<file path="config.mk">
export PLATFORM = sky130hd
export DESIGN_NAME = hq_tod_encoder
export DESIGN_NICKNAME = d
export VERILOG_FILES = /design/src/rtl/hq_tod_encoder.sv
export SDC_FILE = /design/constraint.sdc
export NUM_CORES = 1
export LEC_CHECK = 0
export ABC_AREA = 1
export CORE_MARGIN = 1.5
export CORE_UTILIZATION = 65
export CTS_BUF_LIST = sky130_fd_sc_hd__clkbuf_8
export CTS_CLUSTER_SIZE = 20
export DETAILED_ROUTE_END_ITERATION = 6
export GPL_ROUTABILITY_DRIVEN = 0
export PLACE_DENSITY = 0.88
export SKIP_LAST_GASP = 1
export SLEW_MARGIN = 15
export SYNTH_ARGS = -nofsm -noshare
export SYNTH_HDL_FRONTEND = slang
export SYNTH_SLANG_ARGS = --single-unit
export TNS_END_PERCENT = 20
</file>
<file path="constraint.sdc">
create_clock -name clk -period 8.18 [get_ports clk]
set_input_delay 0.818 -clock clk [delete_from_list [all_inputs] [get_ports clk]]
set_output_delay 0.818 -clock clk [all_outputs]
set_load 0.03 [all_outputs]
</file>
<file path="src/rtl/hq_tod_encoder.sv">
// HaveQuick time-of-day encoder: collects 11 BCD nibbles, then sends a Manchester frame
// (preamble, sync word, data symbols). Optional per-nibble even parity via HQ_TOD_PARITY_EN.
module hq_tod_encoder #(
  parameter int          CLKS_PER_HALF = 4,
  parameter int          PREAMBLE_LEN  = 16,
  parameter logic [15:0] SYNC_WORD     = 16'hEB90
) (
  input  logic       clk,
  input  logic       rst,
  input  logic [3:0] in_data,
  input  logic       in_valid,
  output logic       in_ready,
  output logic       tx_out,
  output logic       tx_en,
  output logic       busy,
  output logic       frame_done
);

  localparam int HW = $clog2(CLKS_PER_HALF) + 1;
  localparam logic [HW-1:0] HALF_LAST = HW'(CLKS_PER_HALF - 1);
`ifdef HQ_TOD_PARITY_EN
  localparam int SYM_BITS = 5;
`else
  localparam int SYM_BITS = 4;
`endif
  localparam logic [7:0] PRE_LAST  = 8'(PREAMBLE_LEN - 1);
  localparam logic [7:0] SYNC_LAST = 8'd15;
  localparam logic [7:0] SYM_LAST  = 8'(SYM_BITS - 1);
  localparam logic [3:0] LAST_NIB  = 4'd10;

  typedef enum logic [2:0] {
    S_COLLECT, S_PREAMBLE, S_SYNC, S_DATA, S_DONE
  } state_t;

  state_t        state_q, state_d;
  logic [3:0]    cnt_q, cnt_d;
  logic [3:0]    sym_q, sym_d;
  logic [7:0]    bit_q, bit_d;
  logic [HW-1:0] half_q, half_d;
  logic          phase_q, phase_d;
  logic [3:0]    nib_buf_q [0:10];
  logic [3:0]    nib_buf_d [0:10];

  logic in_ready_q, in_ready_d;
  logic tx_out_q, tx_out_d;
  logic tx_en_q, tx_en_d;
  logic busy_q, busy_d;
  logic frame_done_q, frame_done_d;

  logic       accept;
  logic       half_wrap;
  logic       bit_end;
  logic       line_bit;
  logic [3:0] cur_nib;
  logic [3:0] sync_idx;

  assign accept    = (state_q == S_COLLECT) && in_ready_q && in_valid;
  assign half_wrap = (half_q == HALF_LAST);
  assign bit_end   = half_wrap && phase_q;

  always_ff @(posedge clk or posedge rst) begin
    if (rst) begin
      state_q      <= S_COLLECT;
      cnt_q        <= '0;
      sym_q        <= '0;
      bit_q        <= '0;
      half_q       <= '0;
      phase_q      <= 1'b0;
      nib_buf_q    <= '{default: '0};
      in_ready_q   <= 1'b0;
      tx_out_q     <= 1'b0;
      tx_en_q      <= 1'b0;
      busy_q       <= 1'b0;
      frame_done_q <= 1'b0;
    end else begin
      state_q      <= state_d;
      cnt_q        <= cnt_d;
      sym_q        <= sym_d;
      bit_q        <= bit_d;
      half_q       <= half_d;
      phase_q      <= phase_d;
      nib_buf_q    <= nib_buf_d;
      in_ready_q   <= in_ready_d;
      tx_out_q     <= tx_out_d;
      tx_en_q      <= tx_en_d;
      busy_q       <= busy_d;
      frame_done_q <= frame_done_d;
    end
  end

  always_comb begin
    state_d   = state_q;
    cnt_d     = cnt_q;
    sym_d     = sym_q;
    bit_d     = bit_q;
    half_d    = half_q;
    phase_d   = phase_q;
    nib_buf_d = nib_buf_q;

    if (state_q == S_PREAMBLE || state_q == S_SYNC || state_q == S_DATA) begin
      if (half_wrap) begin
        half_d  = '0;
        phase_d = ~phase_q;
      end else begin
        half_d = half_q + 1'b1;
      end
    end

    case (state_q)
      S_COLLECT: begin
        if (accept) begin
          nib_buf_d[cnt_q] = in_data;
          if (cnt_q == LAST_NIB) begin
            state_d = S_PREAMBLE;
            cnt_d   = '0;
            sym_d   = '0;
            bit_d   = '0;
            half_d  = '0;
            phase_d = 1'b0;
          end else begin
            cnt_d = cnt_q + 4'd1;
          end
        end
      end
      S_PREAMBLE: begin
        if (bit_end) begin
          if (bit_q == PRE_LAST) begin
            state_d = S_SYNC;
            bit_d   = '0;
          end else begin
            bit_d = bit_q + 8'd1;
          end
        end
      end
      S_SYNC: begin
        if (bit_end) begin
          if (bit_q == SYNC_LAST) begin
            state_d = S_DATA;
            bit_d   = '0;
            sym_d   = '0;
          end else begin
            bit_d = bit_q + 8'd1;
          end
        end
      end
      S_DATA: begin
        if (bit_end) begin
          if (bit_q == SYM_LAST) begin
            bit_d = '0;
            if (sym_q == LAST_NIB) state_d = S_DONE;
            else                   sym_d   = sym_q + 4'd1;
          end else begin
            bit_d = bit_q + 8'd1;
          end
        end
      end
      S_DONE: begin
        state_d = S_COLLECT;
        cnt_d   = '0;
      end
      default: state_d = S_COLLECT;
    endcase
  end

  // Outputs are registered from next-state values so the line leads by no extra cycle.
  always_comb begin
    cur_nib  = nib_buf_d[sym_d];
    sync_idx = ~bit_d[3:0];
    line_bit = 1'b0;
    case (state_d)
      S_PREAMBLE: line_bit = 1'b1;
      S_SYNC:     line_bit = SYNC_WORD[sync_idx];
      S_DATA: begin
        case (bit_d[2:0])
          3'd0:    line_bit = cur_nib[3];
          3'd1:    line_bit = cur_nib[2];
          3'd2:    line_bit = cur_nib[1];
          3'd3:    line_bit = cur_nib[0];
`ifdef HQ_TOD_PARITY_EN
          3'd4:    line_bit = ^cur_nib;
`endif
          default: line_bit = 1'b0;
        endcase
      end
      default: line_bit = 1'b0;
    endcase

    tx_en_d      = (state_d == S_PREAMBLE) || (state_d == S_SYNC) || (state_d == S_DATA);
    tx_out_d     = tx_en_d & (line_bit ^ phase_d);
    frame_done_d = (state_d == S_DONE);
    busy_d       = (state_d != S_COLLECT);
    in_ready_d   = (state_d == S_COLLECT);
  end

  assign in_ready   = in_ready_q;
  assign tx_out     = tx_out_q;
  assign tx_en      = tx_en_q;
  assign busy       = busy_q;
  assign frame_done = frame_done_q;

endmodule

</file>
# Word level (Yosys, flattened, before mapping)
# Memory sizes are Yosys's and may differ from the RTL's.
# Cells that the tools add are included.
[totals] register_bits=72 mem_count=1 mem_bits_ro=16 out_inout_bits=5 input_bits=7
[op_classes] reduce_logical=17 muxes=49 n_bitwise=6 n_eq_ne=20 order_cmp=4 n_addsub=4
[memory_table] name="(name not given)" words=16 word_bits=1 rd=1 rd_clocked_by_memory_dff=0 wr=0 line_no="172" source="S_SYNC: line_bit = SYNC_WORD[sync_idx];"
[op_table] op="$mux W44" n=2
[op_table] op="$mux W4" n=12
[op_table] op="$mux W8" n=6
[op_table] op="$bwmux W44" n=1
[op_table] op="$mux W3" n=14
[op_table] op="$pmux W8 S3" n=1
[op_table] op="$eq A3 B2 Y1 const B" n=7
[op_table] op="$bmux W4 S4" n=1
[op_table] op="$demux W4 S4" n=1
[op_table] op="$pmux W3 S4" n=1
[op_table] op="$pmux W4 S3" n=1
[op_table] op="$ge A5 B5 Y1 const B" n=2
[op_table] op="$not A4 Y5" n=2
[op_table] op="$eq A3 B1 Y1 const B" n=3
[op_table] op="$logic_not A3 Y1" n=3
[op_table] op="$add A4 B1 Y4 const B" n=2
[op_table] op="$add A8 B1 Y8 const B" n=1
[op_table] op="$eq A4 B4 Y1 const B" n=2
[op_table] op="$eq A8 B2 Y1 const B" n=1
[op_table] op="$eq A8 B4 Y1 const B" n=1
[op_table] op="$pmux W4 S2" n=1
[op_table] op="$eq A3 B3 Y1 const B" n=2
[op_table] op="$mux W1" n=6
[op_table] op="$reduce_bool A3 Y1" n=2
[op_table] op="17 further kinds" n=25

# Logic depth before layout (Yosys ltp)
# Gate-level depths: netlist (run 1).
[depth] word_depth=15 depth_mapped=22 mapped_depth_nobuf=22

# Worst setup path after synthesis (run 1)
# No wires, ideal clock.
[synth_path] kind="input port to flip-flop" from="input in_valid" to="register tx_out_q, in the netlist tx_out" setup_slack_ps=5479 t_arrival_ps=2624 setup_ps=77 path_stages=17 path_buffers=0 cell_sequence="nand2_1 -> o21bai_4 -> nand2_1 -> a21oi_1 -> o21ai_0 -> inv_1 -> ha_1 -> inv_1 -> nor2_1 -> nand2_1 -> nand2_1 -> o21ai_1 -> nand2_1 -> nand3_2 -> nand2_1 -> nand2_1 -> a21oi_1"
[synth_via] elab_cells_between_ends=31
[synth_lines] item="start, declared" line_no="11" source="input logic in_valid,"
[synth_lines] item="$logic_and A1 B1 Y1 *" line_no="57" source="assign accept = (state_q == S_COLLECT) && in_ready_q && in_valid;"
[synth_lines] item="$mux W8 *" line_no="111" source="if (accept) begin"
[synth_lines] item="$pmux W8 S3 *" line_no="109" source="case (state_q)"
[synth_lines] item="net bit_d[1]" line_no="38" source="logic [7:0] bit_q, bit_d;"
[synth_lines] item="$not A4 Y4" line_no="168" source="sync_idx = ~bit_d[3:0];"
[synth_lines] item="$mem_v2 Z16 W1"
[synth_lines] item="$mux W1 (implied by the code)" line_no="172"
[synth_lines] item="$pmux W1 S3 *" line_no="170" source="case (state_d)"
[synth_lines] item="$xor A1 B1 Y1 *" line_no="189" source="tx_out_d = tx_en_d & (line_bit ^ phase_d);"
[synth_lines] item="$and A1 B1 Y1 *" line_no="189"
[synth_lines] item="net tx_out_d" line_no="45" source="logic tx_out_q, tx_out_d;"
[synth_lines] item="end signal, assigned" line_no="84" source="tx_out_q <= tx_out_d;"
[synth_lines] item="end, declared" line_no="45"
# The timed path passes the listed nets; every way through them passes the cells marked *. The select of a mux whose other input is x is not followed.
# A chain may end at the register's enable or synchronous reset.

# Final worst setup path (run 1)
[layout_path] from="register half_q[0]" to="register tx_out_q, in the netlist tx_out"
[layout_via] elab_cells_between_ends=37
[layout_lines] item="start, declared" line_no="39" source="logic [HW-1:0] half_q, half_d;"
[layout_lines] item="start signal, assigned" line_no="80" source="half_q <= half_d;"
[layout_lines] item="$eq A3 B2 Y1 *" line_no="58" source="assign half_wrap = (half_q == HALF_LAST);"
[layout_lines] item="$logic_and A1 B1 Y1 *" line_no="59" source="assign bit_end = half_wrap && phase_q;"
[layout_lines] item="$mux W8, on equally long branches" line_no="147, 136"
[layout_lines] item="$pmux W8 S3 *" line_no="109"
[layout_lines] item="net bit_d[1]" line_no="38"
[layout_lines] item="$not A4 Y4" line_no="168"
[layout_lines] item="$mem_v2 Z16 W1"
[layout_lines] item="$mux W1 (implied by the code)" line_no="172"
[layout_lines] item="$pmux W1 S3 *" line_no="170"
[layout_lines] item="$xor A1 B1 Y1 *" line_no="189"
[layout_lines] item="$and A1 B1 Y1 *" line_no="189"
[layout_lines] item="net tx_out_d" line_no="45"
# Marks and branches as above.

==> impl_metrics.csv, run 1 <==
group,metric,value,unit
run,max_cap_violations,0,
synth,ys_seq_elements,72,
cells_and_area,n_antenna_cell,0,
grt,grt_pass1_wl,15970,um
sta,hold_violations,0,
die,num_io_pins,12,
setup_path,r2r_setup_slack,4750,ps
synth,syn-instance-count,556,
cells_and_area,nNetsFinal,588,
grt,overflow,0,
synth,yosysTopAreaCellShare,43.45,%
clock_network,clk_latency,360,ps
sta,hold_ws,494.5,ps
power_and_ir_drop,power.density,139.9,mW/mm^2
cells_and_area,fillers,464,
sta,setup_viol,0,
placed_design,dp_hpwl,6612,um
die,row_count,28,
routing,routed.top_layer,"met4",
routing,vias_per_cell,5.723,
sta,fin_crit_sh,41.90,%
sta,skew,15.04,ps
sta,timing.final.ws_setup,4753,ps
setup_path,start_kind,"flop",
routing,met2_length,4332,um
die,start_util,68.81,%
synth,synth_area,0.004146,mm^2
synth,synth_cell_types,36,
setup_path,crit_type,"reg2reg",
clock_network,h-tree-depth,3,
sta,relSlewSlack,40.44,%
sta,rsz0062_at_grt,"no",
synth,synth_top_area_cell,"dfrtp_1",
setup_path,cp_max_fo,15,
sta,worst_slew_pin_slew,893.3,ps
synth,syn_area_per_cell,7.458,um^2
grt,grtUsageTotal,28.92,%
die,core,0.006026,mm^2
routing,met3_length,713,um
clock_network,postCtsHoldBufs,0,
routing,met1_length,4271,um
synth,yosys_warnings,0,
clock_network,cts_buffers,9,
synth,syn_nets,573,
clock_network,cts_tree,"built",
placed_design,dp_slack,4615,ps
clock_network,cts_setup_buffers,0,
clock_network,cts.sinks,72,
sta,min_period,3427,ps
die,die_x,82.87,um
routing,drt_iter0_drc,608,
routing,wire_per_inst,14.58,um
setup_path,cp_slowest_stage_delay,520,ps
cells_and_area,area_growth,7.423,%
synth,ys_top_cells_by_area,"dfrtp_1 43%, nand2_1 11%, inv_1 10%",
routing,drtPass1Iterations,6,
synth,yosysSeqAreaShare,43.45,%
die,die_y,82.87,um
setup_path,worstPathArrival,3720,ps
power_and_ir_drop,leakage,2.169,nW
clock_network,cts_resized,0,
routing,wl,9479,um
cells_and_area,final_cell_mix,"120 x nand2_1, 111 x inv_1, 72 x dfrtp_1, 67 x nand3_1, 49 x o21ai_0",
setup_path,crit_path_cell_trace,"ha_1 > inv_1 > nor2_1 > ha_1 > inv_1 > a21oi_1 > o21ai_0 > inv_1 > ha_1 > inv_1 > nor2_1 > nand2_1 > nand2_1 > o21ai_1 > nand2_1 > nand3_2 > nand2_1 > nand2_1 > a21oi_1",
clock_network,clkTransAtPathRegs,80,ps
grt,grt_max_degree,73,
cells_and_area,stdcell_area,0.004454,mm^2
min_path,hp-class,"reg2reg",
cells_and_area,layout_commonest_cell,"nand2_1",
grt,grt_antenna_before_repair,0,
placed_design,portBuffers,11,
cells_and_area,drive_gt1_share,6.957,%
status,status,"finished, final reports clean",
routing,drc,0,
placed_design,postPlaceCellArea,0.004282,mm^2
setup_path,worstPathRequired,8470,ps
routing,antenna_left,0,
grt,grt_pass1_vias,3446,
setup_path,cpMostUsedCell,"nand2_1",
setup_path,cp-end-kind,"flop",
power_and_ir_drop,peakVddDrop,0.1002,mV
clock_network,root_buffer,"clkbuf_8",
clock_network,ctsLongestPathBuffers,2,
setup_path,slowest_stage,"ha_1",
sta,setup_tns,0,ps
routing,dr_total_vias,3720,
sta,fmax,291.8,MHz
die,die_area,0.006867,mm^2
sta,drv_slew,0,
-- report_power, final --
group | leakage [nW] | total (mW) | switching, mW | internal, mW
clock | 0.0924 | 0.254 | 0.131 | 0.123
combinational | 1.25 | 0.0138 | 0.0108 | 0.00302
sequential | 0.829 | 0.356 | 0 | 0.356
-- critical path: cells and delay by family (launching register included) --
kind	cells	cell delay, ps
AO/OA/AOI/OAI	4	970
adder cells (fa/ha/maj)	3	830
buffers and inverters	4	510
flip-flops	1	380
AND/OR/NAND/NOR	8	680
-- per-layer routing --
| layer | track usage [%] | vias to the layer above |
|---|---|---|
| met2 | 44.49 | 179 |
| met1 | 41.04 | 1732 |
| li1 | - | 1786 |
| met4 | 9.394 | 0 |
| met3 | 6.362 | 23 |
| met5 | 0 | - |
-- Yosys cell counts, drive strengths merged --
| cell | count |
|---|---|
| nand2 | 126 |
| inv | 113 |
| dfrtp | 72 |
| nand3 | 71 |
| o21ai | 56 |
| nor2 | 53 |
| a21oi | 13 |
| ha | 10 |
| nand4 | 7 |
| nor3 | 7 |
| buf | 6 |
| xor2 | 4 |
| a31oi | 2 |
| clkbuf | 2 |
| o211ai | 2 |
| o21bai | 2 |
| o31ai | 2 |
| or2 | 2 |
| a21boi | 1 |
| a22oi | 1 |
| a2bb2oi | 1 |
| mux2i | 1 |
| o21a | 1 |
| o22ai | 1 |
-- per-stage QoR --
stage	utilization, %	std cells	power (mW)
2_1_floorplan	-	556	0.3690
3_3_place_gp	71.05	635	0.3768
3_5_place_dp	71.05	635	0.3770
4_1_cts	73.92	650	0.6242
5_1_grt	73.92	650	0.6411
6_report	73.92	650	0.6233
-- worst paths after layout --
path / start / to / cells after the start
setup / recovery: half_q[0] / tx_out / 19
hold / removal: nib_buf_q[35] / nib_buf_q[35] / 2
setup reg to reg: half_q[0] / tx_out / 19
hold reg to reg: nib_buf_q[35] / nib_buf_q[35] / 2
max in group asynchronous: rst / nib_buf_q[14] / 3
min in group asynchronous: rst / half_q[1] / 3
-- kinds of logic (layout without fill, tap and decap cells) --
family | after synthesis | in the layout | share of synthesized area (%)
mux | 1 | 1 | 0.2414
buf+inv | 121 | 140 | 12.07
simple gates | 266 | 266 | 29.48
fa+ha+maj | 10 | 10 | 3.018
xor+xnor | 4 | 4 | 0.8448
flops | 72 | 72 | 43.45
compound gates | 82 | 82 | 10.89
-- area by class of cell --
type                            instances  area [um^2]  share of cell area, %
Multi-Input combinational cell        363         1844                  41.40
Sequential cell                        72         1802                  40.45
Inverter                              113        424.2                  9.522
Clock buffer                           11        151.4                  3.399
Timing Repair Buffer                   12        117.6                  2.640
Tap cell                               75        93.84                  2.107
Clock inverter                          4        21.27                 0.4775
-- sequential cells by signal, indices dropped and copies added, names as in the netlist, 3 cells and up --
signal and count:
nib_buf_q 44, bit_q 8, cnt_q 4, sym_q 4, half_q 3, state_q 3
(Power assumes the default switching activity.)
==> run 2, diff against run 1 <==
--- a/config.mk
+++ b/config.mk
@@ -7,12 +7,12 @@
 export LEC_CHECK = 0
 export ABC_AREA = 1
 export CORE_MARGIN = 1.5
-export CORE_UTILIZATION = 65
+export CORE_UTILIZATION = 58
 export CTS_BUF_LIST = sky130_fd_sc_hd__clkbuf_8
 export CTS_CLUSTER_SIZE = 20
 export DETAILED_ROUTE_END_ITERATION = 6
 export GPL_ROUTABILITY_DRIVEN = 0
-export PLACE_DENSITY = 0.88
+export PLACE_DENSITY = 0.84
 export SKIP_LAST_GASP = 1
 export SLEW_MARGIN = 15
 export SYNTH_ARGS = -nofsm -noshare
==> constraint.sdc (replaced) <==
create_clock -name clk -period 3.1 [get_ports clk]
set_input_delay 0.31 -clock clk [delete_from_list [all_inputs] [get_ports clk]]
set_output_delay 0.31 -clock clk [all_outputs]
set_load 0.03 [all_outputs]
==> impl_metrics.csv, run 2 (synthesis results as in run 1) <==
group,metric,value,unit
routing,dr_total_vias,3706,
die,start_util,60.36,%
setup_path,cp-end-kind,"flop",
sta,hold_violations,0,
clock_network,ctsLongestPathBuffers,2,
routing,vias_per_cell,5.474,
grt,overflow,0,
routing,drc,0,
power_and_ir_drop,switching_share,21.76,%
clock_network,root_buffer,"clkbuf_8",
setup_path,rr_worst_depth,20,
die,num_io_pins,12,
routing,wire_per_inst,14.69,um
placed_design,portBuffers,11,
setup_path,r2r_start,"half_q[0]",
sta,min_period,2844,ps
sta,skew,9.177,ps
clock_network,cts_tree,"built",
placed_design,dp_slack,122.1,ps
cells_and_area,largest_reg_flops,44,
setup_path,worstPathArrival,3120,ps
clock_network,cts_setup_buffers,0,
die,core,0.006869,mm^2
cells_and_area,fin_cells,677,
sta,setup_tns,0,ps
cells_and_area,n_antenna_cell,0,
die,die_y,87.55,um
grt,grt_max_degree,58,
routing,antenna_left,0,
cells_and_area,area_growth,10.65,%
die,die_area,0.007665,mm^2
grt,grt_pass1_wl,16180,um
routing,drt_iter0_drc,447,
routing,routed.top_layer,"met4",
setup_path,startpoint,"half_q[0]",
cells_and_area,reg.largest.list,"nib_buf_q x44, bit_q x8",
sta,relSlewSlack,61.88,%
power_and_ir_drop,p_int,1.361,mW
clock_network,cts_buffers,9,
sta,fmax,351.6,MHz
cells_and_area,drive_gt1_share,8.950,%
cells_and_area,final_cell_mix,"120 x nand2_1, 110 x inv_1, 72 x dfrtp_1, 67 x nand3_1, 47 x o21ai_0",
power_and_ir_drop,netSwitchingPower,0.3785,mW
min_path,hp-class,"in2async",
setup_path,start_kind,"flop",
routing,met3_length,639,um
placed_design,dp_hpwl,7161,um
sta,drv_slew,0,
sta,rsz0062_at_grt,"no",
power_and_ir_drop,peakVddDrop,0.2877,mV
power_and_ir_drop,power_frac_comb,2.3,%
cells_and_area,layout_commonest_cell,"nand2_1",
status,status,"finished, final reports clean",
clock_network,clk_latency,340,ps
routing,wl,9945,um
power_and_ir_drop,power.density,379.1,mW/mm^2
setup_path,cp_max_fo,11,
routing,met1_length,4410,um
setup_path,r2r-end,"tx_out",
clock_network,cts.sinks,72,
grt,grt_antenna_before_repair,0,
setup_path,crit_type,"reg2reg",
cells_and_area,largest_register,"nib_buf_q",
routing,drtPass1Iterations,6,
placed_design,dp.cells,661,
clock_network,clkTransAtPathRegs,70,ps
die,die_x,87.55,um
setup_path,worstPathRequired,3380,ps
sta,worst_slew_pin_slew,569.7,ps
sta,timing.final.ws_setup,256.2,ps
grt,grtUsageTotal,27.68,%
routing,met2_length,4568,um
power_and_ir_drop,pwr-share-seq,54.0,%
grt,grt_pass1_vias,3381,
cells_and_area,fillers,567,
clock_network,h-tree-depth,3,
cells_and_area,nNetsFinal,593,
sta,fin_crit_sh,91.74,%
sta,setup_viol,0,
power_and_ir_drop,leakage,2.207,nW
power_and_ir_drop,p_clk_share,43.7,%
setup_path,r2r_setup_slack,260,ps
die,row_count,30,
setup_path,cp-endpoint,"tx_out",
run,max_cap_violations,0,
==> run 2: cell types whose count changed in the layout (fill, tap and decap cells not counted), sizes merged <==
cell	delta
inv	-1
buf	+5
clkinvlp	+1
bufinv	+1
==> run 2: metal layers <==
| layer | track usage, % | vias to the layer above |
|---|---|---|
| met1 | 38.01 | 1707 |
| met3 | 4.995 | 37 |
| met5 | 0 | - |
| li1 | - | 1795 |
| met4 | 12.99 | 0 |
| met2 | 42.73 | 167 |
==> run 2: how the worst min path moves through the flow <==
stage	startpoint	to	slack, ps
after floorplan	nib_buf_q[35]	nib_buf_q[35]	440
after global placement	nib_buf_q[35]	nib_buf_q[35]	460
after detailed placement	nib_buf_q[35]	nib_buf_q[35]	460
after CTS	rst	frame_done	260
after global routing	rst	frame_done	300
final	rst	frame_done	250
==> run 2: power groups by stage <==
| stage | Sequential [mW] | Clock (mW) | Combinational (mW) |
|---|---|---|---|
| 2_1_floorplan | 0.957 | 0 | 0.0165 |
| 3_3_place_gp | 0.957 | 0 | 0.0409 |
| 3_5_place_dp | 0.957 | 0 | 0.0415 |
| 4_1_cts | 0.938 | 0.769 | 0.0415 |
| 5_1_grt | 0.938 | 0.819 | 0.0459 |
| 6_report | 0.939 | 0.760 | 0.0405 |
==> run 2: final cells by class <==
cell class	instances	area, um^2	area share (%)
Multi-Input combinational cell	363	1868	40.71
Sequential cell	72	1802	39.27
Inverter	113	424.2	9.245
Timing Repair Buffer	17	167.7	3.654
Clock buffer	11	151.4	3.300
Tap cell	96	120.1	2.618
Clock inverter	5	55.05	1.200
==> run 2: stage by stage <==
stage | total power [mW] | util, % | instance area (um^2) | hold WS (ps)
6_report | 1.739 | 66.79 | 4588 | 250.1
2_1_floorplan | 0.9736 | - | 4146 | 438.6
4_1_cts | 1.749 | 66.45 | 4564 | 261.9
3_3_place_gp | 0.9979 | 63.44 | 4358 | 456.8
5_1_grt | 1.803 | 66.79 | 4588 | 297.4
3_5_place_dp | 0.9984 | 63.44 | 4358 | 464.0
==> run 2: critical path, cell delays in order (launching register included) <==
cell	delay, ps
dfrtp_1	380
ha_1	160
inv_1	50
nor2_1	140
ha_2	250
nand4_1	210
nand2_1	130
nand3_2	170
nand2_1	130
nand2_2	150
inv_2	220
nand3_1	150
nand2_1	90
nand2_1	50
nand2_1	60
o21ai_1	50
nand2_1	80
nand3_2	80
nand2_1	60
nand2_1	50
a21oi_1	110
==> run 2: repair_timing <==
action	4_1_cts	5_1_grt
hold buffers	0	0
gates resized for setup	0	8
endpoints found under the setup margin	0	1
hold endpoints to repair	0	0
